`config.mk`:
```
export PLATFORM = sky130hd
export DESIGN_NAME = pipeline_ctrl
export DESIGN_NICKNAME = d
export VERILOG_FILES = /design/src/rtl/pipeline_ctrl_pkg.sv /design/src/rtl/pipeline_ctrl_perf.sv /design/src/rtl/pipeline_ctrl.sv
export SDC_FILE = /design/constraint.sdc
export NUM_CORES = 1
export LEC_CHECK = 0
export CAP_MARGIN = 10
export CORE_MARGIN = 8
export CORE_UTILIZATION = 45
export DETAILED_ROUTE_END_ITERATION = 12
export PLACE_DENSITY = 0.93
export SYNTH_ARGS = -nofsm -noshare
export SYNTH_HDL_FRONTEND = slang
export SYNTH_HIERARCHICAL = 1
export SYNTH_SLANG_ARGS = --single-unit
export TNS_END_PERCENT = 5
```
`constraint.sdc`:
```
create_clock -name clk -period 4 [get_ports clk]
set_clock_uncertainty 0.15 [all_clocks]
set_input_delay 0.8 -clock clk [delete_from_list [all_inputs] [get_ports clk]]
set_output_delay 0.8 -clock clk [all_outputs]
set_load 0.005 [all_outputs]
```
`src/rtl/pipeline_ctrl_pkg.sv`:
```
// Shared constants for the pipeline sequencer: FSM state codes, default sizing
// and the per-stage control bundle.
package pipeline_ctrl_pkg;

  localparam logic [1:0] StInit     = 2'd0;
  localparam logic [1:0] StRun      = 2'd1;
  localparam logic [1:0] StMemWait  = 2'd2;
  localparam logic [1:0] StRedirect = 2'd3;

  localparam int unsigned DefCntW       = 32;
  localparam int unsigned DefMemTimeout = 1024;

  typedef struct packed {
    logic pc_en;
    logic if_id_en;
    logic id_ex_en;
    logic ex_mem_en;
    logic mem_wb_en;
    logic if_id_flush;
    logic id_ex_flush;
    logic mem_wb_flush;
  } ctrl_t;

  localparam ctrl_t CtrlRun    = '{1'b1, 1'b1, 1'b1, 1'b1, 1'b1, 1'b0, 1'b0, 1'b0};
  localparam ctrl_t CtrlInit   = '{1'b0, 1'b0, 1'b0, 1'b0, 1'b0, 1'b1, 1'b1, 1'b1};
  // Front of the pipe held, WB keeps draining bubbles.
  localparam ctrl_t CtrlFreeze = '{1'b0, 1'b0, 1'b0, 1'b0, 1'b1, 1'b0, 1'b0, 1'b1};

endpackage

```
`src/rtl/pipeline_ctrl_perf.sv`:
```
// Wrap-around performance counters for stall cycles and accepted redirects.
module pipeline_ctrl_perf
  import pipeline_ctrl_pkg::*;
#(
  parameter int unsigned CNT_W = DefCntW
) (
  input  logic             clk,
  input  logic             rst_n,
  input  logic             stall_inc,
  input  logic             flush_inc,
  output logic [CNT_W-1:0] stall_cycles,
  output logic [CNT_W-1:0] flush_count
);

  logic [CNT_W-1:0] stall_q, flush_q;

  always_ff @(posedge clk or negedge rst_n) begin
    if (!rst_n) begin
      stall_q <= '0;
      flush_q <= '0;
    end else begin
      if (stall_inc) stall_q <= stall_q + 1'b1;
      if (flush_inc) flush_q <= flush_q + 1'b1;
    end
  end

  assign stall_cycles = stall_q;
  assign flush_count  = flush_q;

endmodule

```
`src/rtl/pipeline_ctrl.sv`:
```
// Pipeline sequencer: merges load-use stalls, data-memory waits and EX redirects
// into stage enables/flushes. Optional perf counters under PIPELINE_CTRL_PERF_EN.
module pipeline_ctrl
  import pipeline_ctrl_pkg::*;
#(
  parameter int unsigned REDIRECT_BUBBLES = 0,
  parameter int unsigned MEM_TIMEOUT      = DefMemTimeout,
  parameter int unsigned CNT_W            = DefCntW
) (
  input  logic             clk,
  input  logic             rst_n,
  input  logic             load_use,
  input  logic             dmem_req,
  input  logic             dmem_ready,
  input  logic             redirect,
  output logic             pc_en,
  output logic             if_id_en,
  output logic             id_ex_en,
  output logic             ex_mem_en,
  output logic             mem_wb_en,
  output logic             if_id_flush,
  output logic             id_ex_flush,
  output logic             mem_wb_flush,
  output logic             mem_err,
  output logic [CNT_W-1:0] stall_cycles,
  output logic [CNT_W-1:0] flush_count
);

  localparam int unsigned    WdW     = $clog2(MEM_TIMEOUT + 1);
  localparam logic [3:0]     Bubbles = 4'(REDIRECT_BUBBLES);
  localparam logic [WdW-1:0] WdMax   = WdW'(MEM_TIMEOUT);

  logic [1:0]     state_q, state_d;
  logic [3:0]     bub_q, bub_d;
  logic [WdW-1:0] wd_q, wd_d;
  logic           err_q, err_d;
  logic           mfreeze;
  ctrl_t          ctrl;

  assign mfreeze = dmem_req & ~dmem_ready;

  always_comb begin
    ctrl    = CtrlRun;
    state_d = state_q;
    bub_d   = bub_q;
    wd_d    = wd_q;
    err_d   = err_q;
    if (state_q == StInit) begin
      ctrl    = CtrlInit;
      state_d = StRun;
    end else if (mfreeze) begin
      // Redirect stays pending in EX; bubble counter holds until release.
      ctrl    = CtrlFreeze;
      state_d = StMemWait;
      if (state_q == StMemWait && wd_q != WdMax) begin
        wd_d = wd_q + 1'b1;
        if (wd_d == WdMax) err_d = 1'b1;
      end
    end else begin
      wd_d    = '0;
      state_d = StRun;
      if (redirect) begin
        ctrl.if_id_flush = 1'b1;
        ctrl.id_ex_flush = 1'b1;
        bub_d            = Bubbles;
        state_d          = (Bubbles != 4'd0) ? StRedirect : StRun;
      end else if (state_q == StRedirect) begin
        // ID already holds a bubble, so load_use has nothing to stall.
        ctrl.if_id_flush = 1'b1;
        bub_d            = bub_q - 1'b1;
        state_d          = (bub_q == 4'd1) ? StRun : StRedirect;
      end else begin
        if (state_q == StMemWait && bub_q != 4'd0) state_d = StRedirect;
        if (load_use) begin
          ctrl.pc_en       = 1'b0;
          ctrl.if_id_en    = 1'b0;
          ctrl.id_ex_flush = 1'b1;
        end
      end
    end
  end

  always_ff @(posedge clk or negedge rst_n) begin
    if (!rst_n) begin
      state_q <= StInit;
      bub_q   <= '0;
      wd_q    <= '0;
      err_q   <= 1'b0;
    end else begin
      state_q <= state_d;
      bub_q   <= bub_d;
      wd_q    <= wd_d;
      err_q   <= err_d;
    end
  end

  assign pc_en        = ctrl.pc_en;
  assign if_id_en     = ctrl.if_id_en;
  assign id_ex_en     = ctrl.id_ex_en;
  assign ex_mem_en    = ctrl.ex_mem_en;
  assign mem_wb_en    = ctrl.mem_wb_en;
  assign if_id_flush  = ctrl.if_id_flush;
  assign id_ex_flush  = ctrl.id_ex_flush;
  assign mem_wb_flush = ctrl.mem_wb_flush;
  assign mem_err      = err_q;

`ifdef PIPELINE_CTRL_PERF_EN
  logic stall_inc, flush_inc;

  assign stall_inc = (state_q != StInit) & ~ctrl.pc_en;
  assign flush_inc = (state_q != StInit) & ~mfreeze & redirect;

  pipeline_ctrl_perf #(
    .CNT_W(CNT_W)
  ) u_perf (
    .clk         (clk),
    .rst_n       (rst_n),
    .stall_inc   (stall_inc),
    .flush_inc   (flush_inc),
    .stall_cycles(stall_cycles),
    .flush_count (flush_count)
  );
`else
  assign stall_cycles = '0;
  assign flush_count  = '0;
`endif

endmodule

```
Word-level counts from Yosys, hierarchy flattened
Cells that the tools add are included.

operators by class
  $add $sub $neg = 2
  equal/unequal tests = 6
  muxes and demuxes = 22
  bitwise operators = 4
  reduce and logical (&&, ||, !) cells = 8

operators with widths
  operator                                          number
  two-way mux 2 bit                                 12
  two-way mux 11 bit                                2
  adder 11 x 1 -> 11 bit, second input constant     1
  == test 11 bit, second input constant             1
  != test 11 bit, second input constant             1
  two-way mux 4 bit                                 2
  two-way mux 8 bit                                 1
  == test 2 bit, second input constant              2
  == test 4 x 1 -> 1 bit, second input constant     1
  two-way mux 1 bit                                 4
  AND reduction 4 bit                               1
  nonzero test 4 bit                                1
  subtractor 4 x 1 -> 4 bit, second input constant  1
  two-way mux 3 bit                                 1
  NOT 1 bit                                         3
  AND reduction 3 bit                               1
  logical AND 1 bit                                 2
  logical NOT 2 bit                                 1
  != test 2 x 1 -> 1 bit, second input constant     1
  AND reduction 2 bit                               1
  nonzero test 2 bit                                1
  bitwise AND 1 bit                                 1

storage, ports and cells
  register bits after elaboration = 18
  word-level logic and storage cells = 46

Logic depth before layout (Yosys ltp)
  depth in word-level cells = 7
  mapped depth = 8

Least setup slack after synthesis
OpenSTA, ideal clock, no wires.

  kind = input port to output port
  from = input redirect
  to = output pc_en
  arrival = 1564 ps
  required time = 3050 ps
  path slack = 1486 ps
  stages = 5
  path through = clkbuf_1 > inv_1 > a21o_1 > a21oi_1 > buf_4

on the way
  word-level cells in the longest chain between the ends = 3

RTL lines
  item                RTL line             RTL
  start: declaration  pipeline_ctrl.sv:15  input logic redirect,
  two-way mux 2 bit   pipeline_ctrl.sv:62  if (redirect) begin
  two-way mux 2 bit   pipeline_ctrl.sv:51  end else if (mfreeze) begin
  two-way mux 8 bit   pipeline_ctrl.sv:48  if (state_q == StInit) begin
  end: declaration    pipeline_ctrl.sv:16  output logic pc_en,

No other way between the ends.

Final worst setup path
  from = input redirect
  to = output if_id_en

on the way
  word-level cells in the longest chain between the ends = 3

RTL lines
  item               RTL line             RTL
  two-way mux 2 bit  pipeline_ctrl.sv:62
  two-way mux 2 bit  pipeline_ctrl.sv:51
  two-way mux 8 bit  pipeline_ctrl.sv:48
  end: declaration   pipeline_ctrl.sv:17  output logic if_id_en,

No other way between the ends.

==> run summary <==
setup bufs post-CTS: 0
Synth warnings: 6
Critical path origin: redirect
largest net degree at the start of global routing: 19
Final Cell Area: 1688 sq um
# DRC: 0
PD cells: 264.3 nW/um^2
First-pass DRT Iterations: 4
RR Startpoint: wd_q[7]
most frequent cells in the layout: conb_1 (64), nand2_1 (19), dfrtp_1 (18)
DR vias/cell: 4.608
Resize count post-CTS: 0
CTS max path bufs: 2
hold buffers post-CTS: 0
Reg-to-Reg End: wd_q[9]
clock sink total: 18
Reg2Reg Depth: 5
Mapped Cells: 214
net switching power: 0.1263 mW
initial core utilization: 0.4732
Filler cells: 363
Slew @ Worst Pin: 0.7936 ns
Skew-Pair Late Insertion Delay: 0.25 ns
max_cap viols: 0
startpoint type of the worst setup path: primary input
P_int: 0.3198 mW
CTS buffer count: 3
Post-Syn Area per Cell: 8.156 sq um
WP data arrival: 2.37 ns
Max Freq: 301.6 MHz
Slew headroom: 0.4693
I/O pin count: 79
CP required: 3.05 ns
area delta synth->final: -3.297%
Die Footprint: 6128 sq um
Area after DPL: 1633 sq um
antenna-violating nets left: 0
Layout Utilization: 0.4576
post-route minimum period: 3.316 ns
share of layout cells above drive strength 1: 0.04091
leading post-synthesis cells by cell area: buf_4 (29%), dfrtp_1 (26%), o21ai_0 (4.6%)
Crit Path Class: primary input to output port
status: finished clean
Critical Path End: if_id_en
antenna violations before repair: 0
die width: 78.28 um
H-tree depth: 1
RSZ-0062 raised after global routing: false
Comb power frac: 0.211
Post-Syn Area: 1745 sq um
nets: 233
final setup slack of the worst path: 0.6841 ns
dpl ws: 0.6860 ns
first-pass GRT wire length: 5.223 mm
Layout Cells excl Fill: 268
number of cell rows: 22
clock network power share: 0.326
post-route setup TNS: 0 ns
final setup vio count: 0
Remaining Overflow, GRT: 0
element type at the critical path end: output port
fin crit share: 0.8290
RePlAce Congestion: 0.8869
DRT Wirelength: 3.203 mm
Yosys reg bits: 18
reg2reg setup slack: 1.77 ns
ANT cells: 0
leakage: 0.8268 nW
WHS: 0.3286 ns
most common cell after layout, fill and taps aside: conb_1
VDD IR max: 0.1630 mV
Clock Root Buffer: clkbuf_8
Final HPWL DP: 2.570 mm
sequential power share: 0.463
top-area cell type share of the netlist area: 0.2925
Synth cell types: 40
placed cell count: 264
CP max FO: 8
Tightest Hold Check Type: flop to flop
final count of pins violating max slew: 0
final hold vios: 0
DR vias: 1235
Power Total: 0.4461 mW
IO buf count: 14
Routed WL per cell: 11.95 um
Synth area leader: buf_4
GRT Total Usage: 0.1002
Core ar.: 3689 sq um
CTS tree: built
clk slew on worst S/H paths: 0.06 ns
register area share after synthesis: 0.2581
die height: 78.28 um
Initial DRC Count: 90
Sw Ratio: 0.2832
vias in the first global route: 1159
registers in the layout, indices dropped and copies added (netlist names):
name	cells
state_q	2
wd_q	11
bub_q	4
mem_err	1
power by group through the flow:
stage	clock network, mW	logic [mW]	registers, mW
2_1_floorplan	0	0.108	0.205
5_1_grt	0.159	0.107	0.209
3_3_place_gp	0	0.0897	0.210
3_5_place_dp	0	0.0917	0.210
4_1_cts	0.151	0.0923	0.206
6_report	0.146	0.0941	0.207
cell type report:
cell class                      count  area (sq um)  area share
Sequential cell                    18         450.4      0.2669
Tap cell                           48         60.06     0.03558
Multi-Input combinational cell    175         948.4      0.5619
Timing Repair Buffer               14         140.1     0.08302
Inverter                            9         33.78     0.02001
Clock buffer                        4         55.05     0.03262
worst min path at each step:
stage,startpoint,endpoint,slack [ns],cells past startpoint
6_report,mem_err,mem_err,0.33,1
5_1_grt,mem_err,mem_err,0.35,1
4_1_cts,mem_err,mem_err,0.34,1
3_5_place_dp,mem_err,mem_err,0.32,1
3_3_place_gp,mem_err,mem_err,0.31,1
2_1_floorplan,bub_q[3],bub_q[3],0.30,1
metal layers:
| layer | vias to the layer above | wire length [um] | track usage |
|---|---|---|---|
| met5 | - | 0 | 0 |
| met4 | 0 | 38 | 0.02963 |
| met3 | 5 | 203 | 0.03075 |
| met2 | 43 | 1575 | 0.1698 |
| met1 | 579 | 1385 | 0.1184 |
| li1 | 608 | - | - |
critical path, cell delays in order:
cell             delay [ns]
clkdlybuf4s50_1        0.61
inv_1                  0.09
a21o_1                 0.16
a21oi_1                0.17
clkdlybuf4s50_1        0.53
cell usage after synthesis (all sizes together):
master,n
ha,6
mux2i,1
a31o,2
a21o,3
nand2b,1
o211ai,1
o311ai,1
a31oi,3
nand4bb,1
a41o,1
or3,2
o31ai,3
clkbuf,2
a22o,1
o21ai,21
xor2,2
a32oi,1
nor2b,3
nand2,19
conb,1
o21bai,1
dfrtp,18
nor2,11
nand3,5
and4bb,1
inv,9
nand4,3
buf,73
nor4,1
nor3,6
o22ai,1
a21oi,6
xnor2,2
o41ai,2
cells by family after synthesis:
kind of cell	after synthesis	share of synthesized area
buffers and inverters	84	0.3341
other	1	0.002148
and+or+nand+nor	53	0.1649
AOI/OAI and AO/OA	47	0.1721
adders and majority gates	6	0.04301
xor gates and xnor gates	4	0.02008
DFF	18	0.2581
muxes	1	0.005735
No activity file was read; power rests on OpenSTA's default activity.
